<file path="src/rtl/mem_arbiter_if.sv">
// Bus bundle between the two requesting masters, the arbiter and the single-port memory.
// The arbiter takes the master modport; the masters and memory sit on the slave side.
interface mem_arbiter_if;
  logic       cpu_req;
  logic       cpu_we;
  logic [7:0] cpu_addr;
  logic [7:0] cpu_wdata;
  logic       cpu_ack;
  logic       dma_req;
  logic       dma_we;
  logic [7:0] dma_addr;
  logic [7:0] dma_wdata;
  logic       dma_ack;
  logic [7:0] rdata;
  logic [7:0] mem_addr;
  logic [7:0] mem_wdata;
  logic       mem_we;
  logic [7:0] mem_rdata;

  modport master (
    input  cpu_req, cpu_we, cpu_addr, cpu_wdata,
    input  dma_req, dma_we, dma_addr, dma_wdata,
    input  mem_rdata,
    output cpu_ack, dma_ack, rdata,
    output mem_addr, mem_wdata, mem_we
  );

  modport slave (
    output cpu_req, cpu_we, cpu_addr, cpu_wdata,
    output dma_req, dma_we, dma_addr, dma_wdata,
    output mem_rdata,
    input  cpu_ack, dma_ack, rdata,
    input  mem_addr, mem_wdata, mem_we
  );
endinterface

</file>
<file path="src/rtl/mem_arbiter.sv">
// Two-master arbiter for the single-port 256x8 memory: CPU has priority, but a
// bounded run counter forces a DMA slot after MAX_CPU_RUN contended CPU grants.
module mem_arbiter #(
  parameter int unsigned MAX_CPU_RUN = 4
) (
  input  logic          clk,
  input  logic          reset,
  mem_arbiter_if.master bus,
  output logic          busy,
  output logic          owner
);

  typedef enum logic [1:0] {
    IDLE   = 2'd0,
    ACCESS = 2'd1,
    RESP   = 2'd2
  } state_t;

  localparam logic [3:0] RUN_LIMIT = 4'(MAX_CPU_RUN);

  state_t     state_r, state_n;
  logic [3:0] run_cnt_r, run_cnt_n;
  logic       we_r, we_n;
  logic [7:0] addr_r, addr_n;
  logic [7:0] wdata_r, wdata_n;
  logic       owner_r, owner_n;
  logic       busy_r, busy_n;
  logic       mem_we_r, mem_we_n;
  logic       cpu_ack_r, cpu_ack_n;
  logic       dma_ack_r, dma_ack_n;
  logic [7:0] rdata_hold_r, rdata_hold_n;
  logic [7:0] rdata_s;

  // State and latched-request registers
  always_ff @(posedge clk) begin
    if (reset) begin
      state_r      <= IDLE;
      run_cnt_r    <= 4'd0;
      we_r         <= 1'b0;
      addr_r       <= 8'd0;
      wdata_r      <= 8'd0;
      owner_r      <= 1'b0;
      busy_r       <= 1'b0;
      mem_we_r     <= 1'b0;
      cpu_ack_r    <= 1'b0;
      dma_ack_r    <= 1'b0;
      rdata_hold_r <= 8'd0;
    end else begin
      state_r      <= state_n;
      run_cnt_r    <= run_cnt_n;
      we_r         <= we_n;
      addr_r       <= addr_n;
      wdata_r      <= wdata_n;
      owner_r      <= owner_n;
      busy_r       <= busy_n;
      mem_we_r     <= mem_we_n;
      cpu_ack_r    <= cpu_ack_n;
      dma_ack_r    <= dma_ack_n;
      rdata_hold_r <= rdata_hold_n;
    end
  end

  // Memory data only arrives during RESP, so the response path bypasses the hold register
  always_comb begin
    if (state_r == RESP) begin
      rdata_s = we_r ? wdata_r : bus.mem_rdata;
    end else begin
      rdata_s = rdata_hold_r;
    end
  end

  // Arbitration, next-state and next-output logic
  always_comb begin
    state_n      = state_r;
    run_cnt_n    = run_cnt_r;
    we_n         = we_r;
    addr_n       = addr_r;
    wdata_n      = wdata_r;
    owner_n      = owner_r;
    mem_we_n     = 1'b0;
    cpu_ack_n    = 1'b0;
    dma_ack_n    = 1'b0;
    rdata_hold_n = rdata_hold_r;

    case (state_r)
      IDLE: begin
        if (bus.cpu_req && bus.dma_req) begin
          state_n = ACCESS;
          // Counter never exceeds the limit: reaching it hands the slot to DMA and clears it
          if (run_cnt_r >= RUN_LIMIT) begin
            owner_n   = 1'b1;
            run_cnt_n = 4'd0;
            we_n      = bus.dma_we;
            addr_n    = bus.dma_addr;
            wdata_n   = bus.dma_wdata;
          end else begin
            owner_n   = 1'b0;
            run_cnt_n = run_cnt_r + 4'd1;
            we_n      = bus.cpu_we;
            addr_n    = bus.cpu_addr;
            wdata_n   = bus.cpu_wdata;
          end
        end else if (bus.cpu_req) begin
          state_n   = ACCESS;
          owner_n   = 1'b0;
          run_cnt_n = 4'd0;
          we_n      = bus.cpu_we;
          addr_n    = bus.cpu_addr;
          wdata_n   = bus.cpu_wdata;
        end else if (bus.dma_req) begin
          state_n   = ACCESS;
          owner_n   = 1'b1;
          run_cnt_n = 4'd0;
          we_n      = bus.dma_we;
          addr_n    = bus.dma_addr;
          wdata_n   = bus.dma_wdata;
        end else begin
          state_n = IDLE;
        end
        mem_we_n = (state_n == ACCESS) ? we_n : 1'b0;
      end
      ACCESS: begin
        state_n   = RESP;
        cpu_ack_n = ~owner_r;
        dma_ack_n = owner_r;
      end
      RESP: begin
        state_n      = IDLE;
        rdata_hold_n = rdata_s;
      end
      default: begin
        state_n = IDLE;
      end
    endcase

    busy_n = (state_n != IDLE);
  end

  assign bus.mem_addr  = addr_r;
  assign bus.mem_wdata = wdata_r;
  assign bus.mem_we    = mem_we_r;
  assign bus.cpu_ack   = cpu_ack_r;
  assign bus.dma_ack   = dma_ack_r;
  assign bus.rdata     = rdata_s;
  assign busy          = busy_r;
  assign owner         = owner_r;

endmodule

</file>
<file path="src/flat_wrapper.sv">
// flat-port wrapper written by rule: the top's interface ports become plain ports
module mem_arbiter_flat 
#(
  parameter int unsigned MAX_CPU_RUN = 4
)
  (clk, reset, busy, owner, bus_cpu_req, bus_cpu_we, bus_cpu_addr, bus_cpu_wdata, bus_dma_req, bus_dma_we, bus_dma_addr, bus_dma_wdata, bus_mem_rdata, bus_cpu_ack, bus_dma_ack, bus_rdata, bus_mem_addr, bus_mem_wdata, bus_mem_we);
  mem_arbiter_if bus_i ();
  input  logic clk;
  input  logic reset;
  output logic busy;
  output logic owner;
  input wire logic [$bits(bus_i.cpu_req)-1:0] bus_cpu_req;
  input wire logic [$bits(bus_i.cpu_we)-1:0] bus_cpu_we;
  input wire logic [$bits(bus_i.cpu_addr)-1:0] bus_cpu_addr;
  input wire logic [$bits(bus_i.cpu_wdata)-1:0] bus_cpu_wdata;
  input wire logic [$bits(bus_i.dma_req)-1:0] bus_dma_req;
  input wire logic [$bits(bus_i.dma_we)-1:0] bus_dma_we;
  input wire logic [$bits(bus_i.dma_addr)-1:0] bus_dma_addr;
  input wire logic [$bits(bus_i.dma_wdata)-1:0] bus_dma_wdata;
  input wire logic [$bits(bus_i.mem_rdata)-1:0] bus_mem_rdata;
  output wire logic [$bits(bus_i.cpu_ack)-1:0] bus_cpu_ack;
  output wire logic [$bits(bus_i.dma_ack)-1:0] bus_dma_ack;
  output wire logic [$bits(bus_i.rdata)-1:0] bus_rdata;
  output wire logic [$bits(bus_i.mem_addr)-1:0] bus_mem_addr;
  output wire logic [$bits(bus_i.mem_wdata)-1:0] bus_mem_wdata;
  output wire logic [$bits(bus_i.mem_we)-1:0] bus_mem_we;
  assign bus_i.cpu_req = bus_cpu_req;
  assign bus_i.cpu_we = bus_cpu_we;
  assign bus_i.cpu_addr = bus_cpu_addr;
  assign bus_i.cpu_wdata = bus_cpu_wdata;
  assign bus_i.dma_req = bus_dma_req;
  assign bus_i.dma_we = bus_dma_we;
  assign bus_i.dma_addr = bus_dma_addr;
  assign bus_i.dma_wdata = bus_dma_wdata;
  assign bus_i.mem_rdata = bus_mem_rdata;
  assign bus_cpu_ack = bus_i.cpu_ack;
  assign bus_dma_ack = bus_i.dma_ack;
  assign bus_rdata = bus_i.rdata;
  assign bus_mem_addr = bus_i.mem_addr;
  assign bus_mem_wdata = bus_i.mem_wdata;
  assign bus_mem_we = bus_i.mem_we;
  mem_arbiter #(.MAX_CPU_RUN(MAX_CPU_RUN)) u_core (.clk(clk), .reset(reset), .bus(bus_i), .busy(busy), .owner(owner));
endmodule
</file>
<file path="config.mk">
export PLATFORM = sky130hd
export DESIGN_NAME = mem_arbiter_flat
export DESIGN_NICKNAME = d
export VERILOG_FILES = /design/src/rtl/mem_arbiter_if.sv /design/src/rtl/mem_arbiter.sv /design/src/flat_wrapper.sv
export SDC_FILE = /design/constraint.sdc
export NUM_CORES = 1
export LEC_CHECK = 0
export ABC_AREA = 0
export CAP_MARGIN = 15
export CORE_MARGIN = 5
export CORE_UTILIZATION = 35
export DETAILED_ROUTE_END_ITERATION = 8
export GPL_ROUTABILITY_DRIVEN = 0
export HOLD_SLACK_MARGIN = 0.06
export PLACE_DENSITY = 0.74
export SLEW_MARGIN = 20
export SYNTH_ARGS = -nofsm -noshare
export SYNTH_HDL_FRONTEND = slang
export SYNTH_SLANG_ARGS = --single-unit
</file>
<file path="constraint.sdc">
create_clock -name clk -period 2.5 [get_ports clk]
set_input_delay 0.5 -clock clk [delete_from_list [all_inputs] [get_ports clk]]
set_output_delay 0.5 -clock clk [all_outputs]
set_load 0.03 [all_outputs]
</file>
==> results of run 1 <==
-- worst paths after layout --
path | startpoint | to | slack (ns)
max | u_core.we_r | bus_rdata[5] | 0.45
max reg2reg | u_core.state_r[1] | u_core.bus.mem_addr[2] | 0.87
min | u_core.owner | u_core.bus.cpu_ack | 0.46
min reg2reg | u_core.owner | u_core.bus.cpu_ack | 0.46
-- cell families (layout without fill, tap and decap cells) --
logic type                 count (synthesis)  after routing
muxes                                      8              8
buffers and inverters                     21             90
and+or+nand+nor                           42             42
DFF                                       36             36
AOI/OAI and AO/OA                         78             78
adders and majority gates                  1              1
-- through the flow --
step                total power (W)  hold WS, ns
global placement            0.00110        0.441
CTS                         0.00152        0.461
global route                0.00159        0.474
floorplan                  0.000908        0.453
detailed placement          0.00110        0.445
finish                      0.00150        0.455
-- synth_stat cells, drive strengths merged --
master,number
ha,1
nand2,1
mux2i,8
or2,2
nand3,16
nand4,3
nand4b,2
and2,1
o21ai,22
clkbuf,6
nor2b,1
o21a,1
inv,2
nor2,13
dfxtp,36
or3b,1
a21oi,29
nor3b,2
buf,13
a211oi,8
a311oi,17
a31oi,1
-- critical path, cell delays in order, from the launching register on --
cell and delay (ns):
dfxtp_1 0.67, mux2i_1 0.31, a21oi_1 0.11, buf_4 0.18
-- cells in the final DEF, fill, tap and decap left out, types with 2 or more instances in the layout --
cell,netlist,routed
clkdlybuf4s50_1,0,66
dfxtp_1,36,36
a21oi_1,29,29
o21ai_0,21,21
nand3_1,16,16
a311oi_1,16,16
buf_4,6,14
nor2_1,12,12
mux2i_1,8,8
a211oi_1,8,8
clkbuf_8,0,6
nand4_1,3,3
inv_1,2,2
nor3b_1,2,2
nand4b_1,2,2
clkbuf_1,6,2
-- state kept, by name, summed over array words and instances (netlist names) --
signal,count
u_core.state_r,2
u_core.busy,1
u_core.rdata_hold_r,8
u_core.bus.mem_addr,8
u_core.bus.dma_ack,1
u_core.bus.cpu_ack,1
u_core.owner,1
u_core.bus.mem_wdata,8
u_core.run_cnt_r,4
u_core.bus.mem_we,1
u_core.we_r,1
-- power breakdown --
| part | switching (W) | internal [W] | leakage [nW] |
|---|---|---|---|
| clock | 0.000189 | 0.000225 | 0.0455 |
| combinational | 0.000231 | 0.000201 | 0.548 |
| sequential | 0.0000359 | 0.000622 | 0.296 |
-- metal layers --
layer  routed length, µm  up-vias
met4                  12        0
li1                    -      843
met3                 403        2
met1                1930      764
met5                   0        -
met2                2410       56
-- cell type report --
class                      instances  area (µm²)
clock buffer                       8        90.1
fill                             462        2170
inverter                           2        7.51
multi-input combinational        129         810
sequential                        36         721
tap                               54        67.6
timing repair buffer              80         766
==> impl_metrics.yaml, run 1 <==
routing:
  drc: 0
  dr.first_iter.drc_count: 78
  wl_per_cell_um: 15.4
  drtPass1Iterations: 4
  vias_per_cell: 5.39
  ant_nets: 0
  vias: 1665
  totalWireLength_mm: 4.76
min_path:
  min_path_type: "flip-flop to flip-flop"
  hold_depth: 1
setup_path:
  cp.required_ns: 2.00
  critPathCaptureType: "primary output"
  r2r_cells: 3
  crit_type: "flip-flop to primary output"
  startpoint_type: "flip-flop"
  crit_fanout: 9
  cp.arrival_ns: 1.55
final_layout:
  utilization_pct: 53.2
  drive_above_1_share_pct: 10.2
  antenna_cells: 0
  area_growth_pct: 50.0
  instances_no_fill: 309
  fin_area_um2: 2460
  fin_nets: 301
yosys:
  synth_compound_area_share_pct: 30.3
  synth.distinct_cells: 27
  avgSynthCellArea_um2: 8.82
  yosysSeqAreaShare_pct: 43.9
  synth_seq_cells: 36
  syn_area_um2: 1640
  synth_top_area_cell: "dfxtp_1"
  yosys_warnings: 0
  synthCells: 186
  synth_top_family_by_area: "compound AO/OA/AOI/OAI gates"
  synthesis.nets: 233
  synth_xor_area_share_pct: 0
  synthSimpleGateAreaFrac_pct: 13.4
  synth_adder_area_share_pct: 0.763
  synthTopCellsByArea: "dfxtp_1, a21oi_1, a311oi_1"
  synth.mux.area_fraction_pct: 4.88
  yosysTopAreaCellShare_pct: 43.9
clock_tree:
  numCtsBuffers: 5
  root_buffer: "clkbuf_8"
  clk_pin_slew_ns: 0.07
  cts-resized-gates: 0
  cts_buffer_depth: 2
  cts_setup_buffers: 0
  numClockSinks: 36
  clk_latency_ns: 0.28
  ctsHoldBuffers: 0
  tritoncts: "built"
  htreeDepth: 2
grt:
  grt.overflow.total: 0
  busiest_layer: "met2"
  met2_usage_pct: 26.5
  grt_util_all_layers_pct: 16.2
  grtUsageMet3_pct: 6.77
  globalRouteMet1Util_pct: 19.9
  grt_max_degree: 34
  antenna_found_initial: 0
  grt_pass1_vias: 1644
  grt_pass1_wl_mm: 7.93
die:
  die_x_um: 78.5
  die_area_um2: 6160
  core_um2: 4630
  chipHeight_um: 78.5
  row_count: 25
  initial_core_util_pct: 35.4
  io_pins: 75
status:
  outcome: "finished, final reports clean"
sta:
  setup_viol: 0
  maxSlewViolCount: 0
  finalCriticalPeriod_ns: 2.05
  period_share_pct: 82.1
  rsz0062_at_grt: "false"
  final.setup_skew_ns: 0.00458
  tns_ns: 0
  setup_ws_ns: 0.447
  hold_viol: 0
  fmax_mhz: 487
  relSlewSlack_pct: 52.1
  worst_slew_pin_slew_ns: 0.717
place:
  dp_cells: 301
  post_dp_cell_area_um2: 2370
  dpl.hpwl_mm: 3.49
  place_ws_ns: 0.264
  io_buffers: 74
job:
  cap_violations: 0
power_and_ir_drop:
  irDropWorstVdd_mv: 0.257
  leakagePower_nw: 0.890
  power_density_nw_per_um2: 611
Power figures use the tool's default switching activity.
==> run 2, diff against run 1 <==
PLACE_DENSITY = 0.77   (was 0.74)
clock period = 1.7 ns   (was 2.5 ns; I/O delays follow)
==> run 2 against run 1 <==
  * Design area is 13% higher
  * Cell count is 6.1% higher
  * Clock power rose by 99%
  * Die area unchanged
  * Combinational power up 71%
  * Critical endpoint is now bus_rdata[4]
==> impl_metrics.yaml, run 2 (same netlist as run 1, synthesis figures left out) <==
place:
  io_buffers: 74
  dp_cells: 314
  dpl.hpwl_mm: 3.66
routing:
  ant_nets: 0
  drc: 0
  vias: 1783
  dr.first_iter.drc_count: 139
  drtPass1Iterations: 4
  vias_per_cell: 5.44
  totalWireLength_mm: 5.23
  wl_per_cell_um: 15.9
final_layout:
  fin_nets: 320
  layout_commonest_cell: "clkdlybuf4s50_1"
  antenna_cells: 0
  instances_no_fill: 328
  utilization_pct: 59.8
  layout_common_cells: "clkdlybuf4s50_1, dfxtp_1, a21oi_1, buf_4, o21ai_0"
  drive_above_1_share_pct: 23.7
  area_growth_pct: 68.9
min_path:
  min_path_type: "flip-flop to flip-flop"
  hold_start: "u_core.owner"
clock_tree:
  numCtsBuffers: 5
  tritoncts: "built"
  htreeDepth: 2
  clk_pin_slew_ns: 0.07
  clk_latency_ns: 0.29
  root_buffer: "clkbuf_8"
  cts_buffer_depth: 2
  ctsHoldBuffers: 0
  numClockSinks: 36
job:
  cap_violations: 0
grt:
  grt_pass1_wl_mm: 7.75
  grt.overflow.total: 0
  antenna_found_initial: 0
  grt_max_degree: 34
  grt_util_all_layers_pct: 15.8
  grt_pass1_vias: 1642
sta:
  rsz0062_at_grt: "true"
  hold_viol: 0
  worst_slew_pin_slew_ns: 0.466
  final.setup_skew_ns: 0.00547
  fmax_mhz: 597
  maxSlewViolCount: 0
  relSlewSlack_pct: 68.8
  setup_viol: 0
  finalCriticalPeriod_ns: 1.68
  period_share_pct: 98.6
power_and_ir_drop:
  power_density_nw_per_um2: 911
  irDropWorstVdd_mv: 0.449
  p_total_w: 0.00252
  leakagePower_nw: 1.11
status:
  outcome: "finished, final reports clean"
die:
  row_count: 25
  die_x_um: 78.5
  core_um2: 4630
  io_pins: 75
  initial_core_util_pct: 35.4
  die_area_um2: 6160
  chipHeight_um: 78.5
setup_path:
  cp.required_ns: 1.36
  crit_type: "flip-flop to primary output"
  startpoint_type: "flip-flop"
  crit_fanout: 8
  critPathCaptureType: "primary output"
  cp-startpoint: "u_core.state_r[1]"
  cp.arrival_ns: 1.34
  r2r-start: "u_core.run_cnt_r[2]"
[run 2: final cells by class]
cell class | instances | area [µm²]
clock buffer | 7 | 96.3
clock inverter | 1 | 30.0
fill | 432 | 1860
inverter | 2 | 7.51
multi-input combinational | 129 | 888
sequential | 36 | 724
tap | 54 | 67.6
timing repair buffer | 99 | 956
[run 2: worst paths after layout]
| path | end | slack (ns) | depth (start not counted) |
|---|---|---|---|
| max | bus_rdata[4] | 0.02 | 5 |
| min | u_core.bus.cpu_ack | 0.46 | 1 |
| max reg2reg | u_core.bus.mem_addr[3] | 0.41 | 3 |
| min reg2reg | u_core.bus.cpu_ack | 0.46 | 1 |
[run 2: where the power goes]
part,leakage [nW],internal (W),switching (W)
logic,0.747,0.000359,0.000381
clock network,0.0645,0.000518,0.000304
registers,0.297,0.000916,0.0000490
total,1.11,0.00179,0.000733
[run 2: per-layer routing]
metal | share of wire, % | global-route usage [%] | vias up
li1 | - | - | 880
met2 | 50 | 25.1 | 62
met5 | 0 | 0 | -
met3 | 5.9 | 3.44 | 4
met4 | 0.59 | 5.24 | 0
met1 | 44 | 21.1 | 837
[run 2: what timing repair did]
item,in CTS,in global routing
resized for setup,8,26
endpoints found under the setup margin,12,12
buffers inserted,1,3
gates cloned,0,2
[run 2: worst max-delay path, cell delays in order (launching register included)]
cell and delay [ns]:
dfxtp_2 0.35, nor2b_4 0.18, buf_6 0.15, nor2_2 0.04
a21oi_1 0.15, buf_4 0.19
[run 2: per-stage QoR]
stage                     setup TNS, ns  hold WS, ns  setup slack [ns]  instance area, µm²
after floorplan                       0        0.453            0.0546                1640
after global placement           -0.417        0.444           -0.0416                2480
after detailed placement         -0.781        0.444           -0.0756                2480
after CTS                             0        0.462           0.00156                2620
after global routing             -0.130        0.476           -0.0436                2770
final                                 0        0.455            0.0239                2770
==> patch, RTL diff (config.mk and constraints of run 1) <==
Re-encode `state_t` (3 states) as one-hot, 3 bits wide.
--- a/src/rtl/mem_arbiter.sv
+++ b/src/rtl/mem_arbiter.sv
@@ -10,10 +10,10 @@
   output logic          owner
 );
 
-  typedef enum logic [1:0] {
-    IDLE   = 2'd0,
-    ACCESS = 2'd1,
-    RESP   = 2'd2
+  typedef enum logic [2:0] {
+    IDLE   = 3'b001,
+    ACCESS = 3'b010,
+    RESP   = 3'b100
   } state_t;
 
   localparam logic [3:0] RUN_LIMIT = 4'(MAX_CPU_RUN);
Behaviour: no difference found for any inputs over 10 cycles, from zero or initial values and one cycle with reset high; not proved beyond that.
==> patch against run 1 <==
Wire length increased by 2.9%; setup slack lost 0.013 ns; via count up 0.72%; register-to-register slack improved by 0.08 ns; critical path type unchanged; hold slack better by 0.035 ns; critical path depth rose by 2; total power grew 12%; sequential cell count is 1 higher; cell count up 0.97%; final area increased by 3.3%; synthesized area increased by 2.7%.
==> patch: results (changes against run 1) <==
| Metric | Value |
|---|---|
| Clock Skew | `0.00694 ns (was 0.00458 ns)` |
| Total Routing Usage GR | `15.7% (was 16.2%)` |
| Top cells by count, synth | `dfxtp_1 (37), a21oi_1 (28), nand3_1 (18), o21ai_0 (18), a311oi_1 (17) (was dfxtp_1 (36), a21oi_1 (29), o21ai_0 (21), a311oi_1 (16), nand3_1 (16))` |
| Switching portion of total power | `29.3% (was 30.3%)` |
| CTS H-tree depth | `2 (unchanged)` |
| N_diodes | `0 (unchanged)` |
| Via count | `1677 (was 1665)` |
| IO buf count | `74 (unchanged)` |
| Reg2Reg Depth | `3 (unchanged)` |
| Syn nets | `235 (was 233)` |
| Largest net degree at the start of global routing | `25 (was 34)` |
| Worst vdd ir | `0.000299 V (was 0.000257 V)` |
| Share of cells above drive strength 1 | `11.6% (was 10.2%)` |
| Clock Tree Buf Depth | `2 (unchanged)` |
| Latest clock arrival within the worst-skew pair | `around 0.29 ns` |
| Dpl ws | `0.196 ns (was 0.264 ns)` |
| Leakage power | `0.919 nW (was 0.890 nW)` |
| Largest cells by area after synthesis | `dfxtp_1 (44%), a311oi_1 (8.8%), a21oi_1 (8.3%) (was dfxtp_1 (44%), a21oi_1 (8.8%), a311oi_1 (8.5%))` |
| Vias in the first global route | `1598 (was 1644)` |
| Worst hold stages | `2 (was 1)` |
| CP max stage cell | `dfxtp_1 (unchanged)` |
| Pre-Repair DR Iteration Count | `4 (unchanged)` |
| Outcome | `finished, final reports clean (unchanged)` |
| Sequential area share after synthesis | `44.0% (was 43.9%)` |
| Area after DPL | `0.00242 mm2 (was 0.00237 mm2)` |
| Worst-path maximum fanout | `24 (was 9)` |
| DRT Wirelength | `4.90 mm (was 4.76 mm)` |
| Slowest stage delay, CP | `0.41 ns (was 0.67 ns)` |
| Hold Path Class | `reg -> reg (unchanged)` |
| Cts bufs inserted | `5 (unchanged)` |
| NumNets Final | `304 (was 301)` |
| Arr. time, crit path | `1.57 ns (was 1.55 ns)` |
| Slew headroom | `52.8% (was 52.1%)` |
| First-pass GRT wire length | `7.82 mm (was 7.93 mm)` |
| Postcts setup bufs | `0 (unchanged)` |
| CTS clk-pin slew, worst paths | `0.07 ns (about the same)` |
| CTS resizes | `0 (unchanged)` |
| Synth cell types | `37 (was 27)` |
| DRT iter0 DRCs | `105 (was 78)` |
| Grt total ovfl | `0 (unchanged)` |
| Hpwl dp | `3.54 mm (was 3.49 mm)` |
-- patch: cell type report --
type,count,area [um2]
multi-input cells,131,847
repair buffers,79,758
well taps,54,67.6
clock buffers,7,86.3
inverters,3,11.3
flip-flops and latches,37,741
fillers,456,2150
clock inverters,1,30.0
-- patch: power by group through the flow --
| stage | logic [W] | registers, W | clock network [W] |
|---|---|---|---|
| 6_report | 0.000457 | 0.000691 | 0.000531 |
| 3_3_place_gp | 0.000454 | 0.000704 | 0 |
| 3_5_place_dp | 0.000459 | 0.000704 | 0 |
| 4_1_cts | 0.000460 | 0.000692 | 0.000540 |
| 2_1_floorplan | 0.000185 | 0.000776 | 0 |
| 5_1_grt | 0.000489 | 0.000699 | 0.000566 |
-- patch: per-stage QoR --
| stage | util [%] | instances |
|---|---|---|
| global placement | 51.7 | 304 |
| floorplan | - | 188 |
| global route | 54.2 | 312 |
| finish | 54.2 | 312 |
| CTS | 54.2 | 312 |
| detailed placement | 51.7 | 304 |
-- patch: critical path, delay by kind of cell (launching register included) --
| family | cells | cell delay (ns) |
|---|---|---|
| and+or+nand+nor | 2 | 0.28 |
| buffers and inverters | 2 | 0.44 |
| AOI/OAI and AO/OA | 1 | 0.14 |
| DFF | 1 | 0.41 |
-- patch: path summary, 6_finish.rpt --
kind | to | slack (ns) | from
max reg2reg | u_core.bus.mem_addr[7]$_SDFFE_PP0P_ | 0.95 | u_core.state_r[0]$_SDFF_PP1_
min | u_core.run_cnt_r[1]$_SDFFE_PP0P_ | 0.49 | u_core.run_cnt_r[1]$_SDFFE_PP0P_
max | bus_rdata[4] | 0.43 | u_core.state_r[2]$_SDFF_PP0_
min reg2reg | u_core.run_cnt_r[1]$_SDFFE_PP0P_ | 0.49 | u_core.run_cnt_r[1]$_SDFFE_PP0P_
-- patch: metal layers --
layer	wire length, um	vias to the layer above	GRT usage [%]
li1	-	858	-
met1	2190	752	20.6
met2	2320	61	24.7
met3	331	6	4.99
met4	55	0	4.64
met5	0	-	0
-- patch: cell families (layout without fill, tap and decap cells) --
| kind of cell | Yosys count | count (layout) | share of synthesized area, % |
|---|---|---|---|
| AOI/OAI and AO/OA | 76 | 76 | 28.4 |
| adders and majority gates | 1 | 1 | 0.743 |
| buffers and inverters | 20 | 90 | 5.72 |
| DFF | 37 | 37 | 44.0 |
| muxes | 8 | 8 | 4.76 |
| and+or+nand+nor | 46 | 46 | 16.4 |
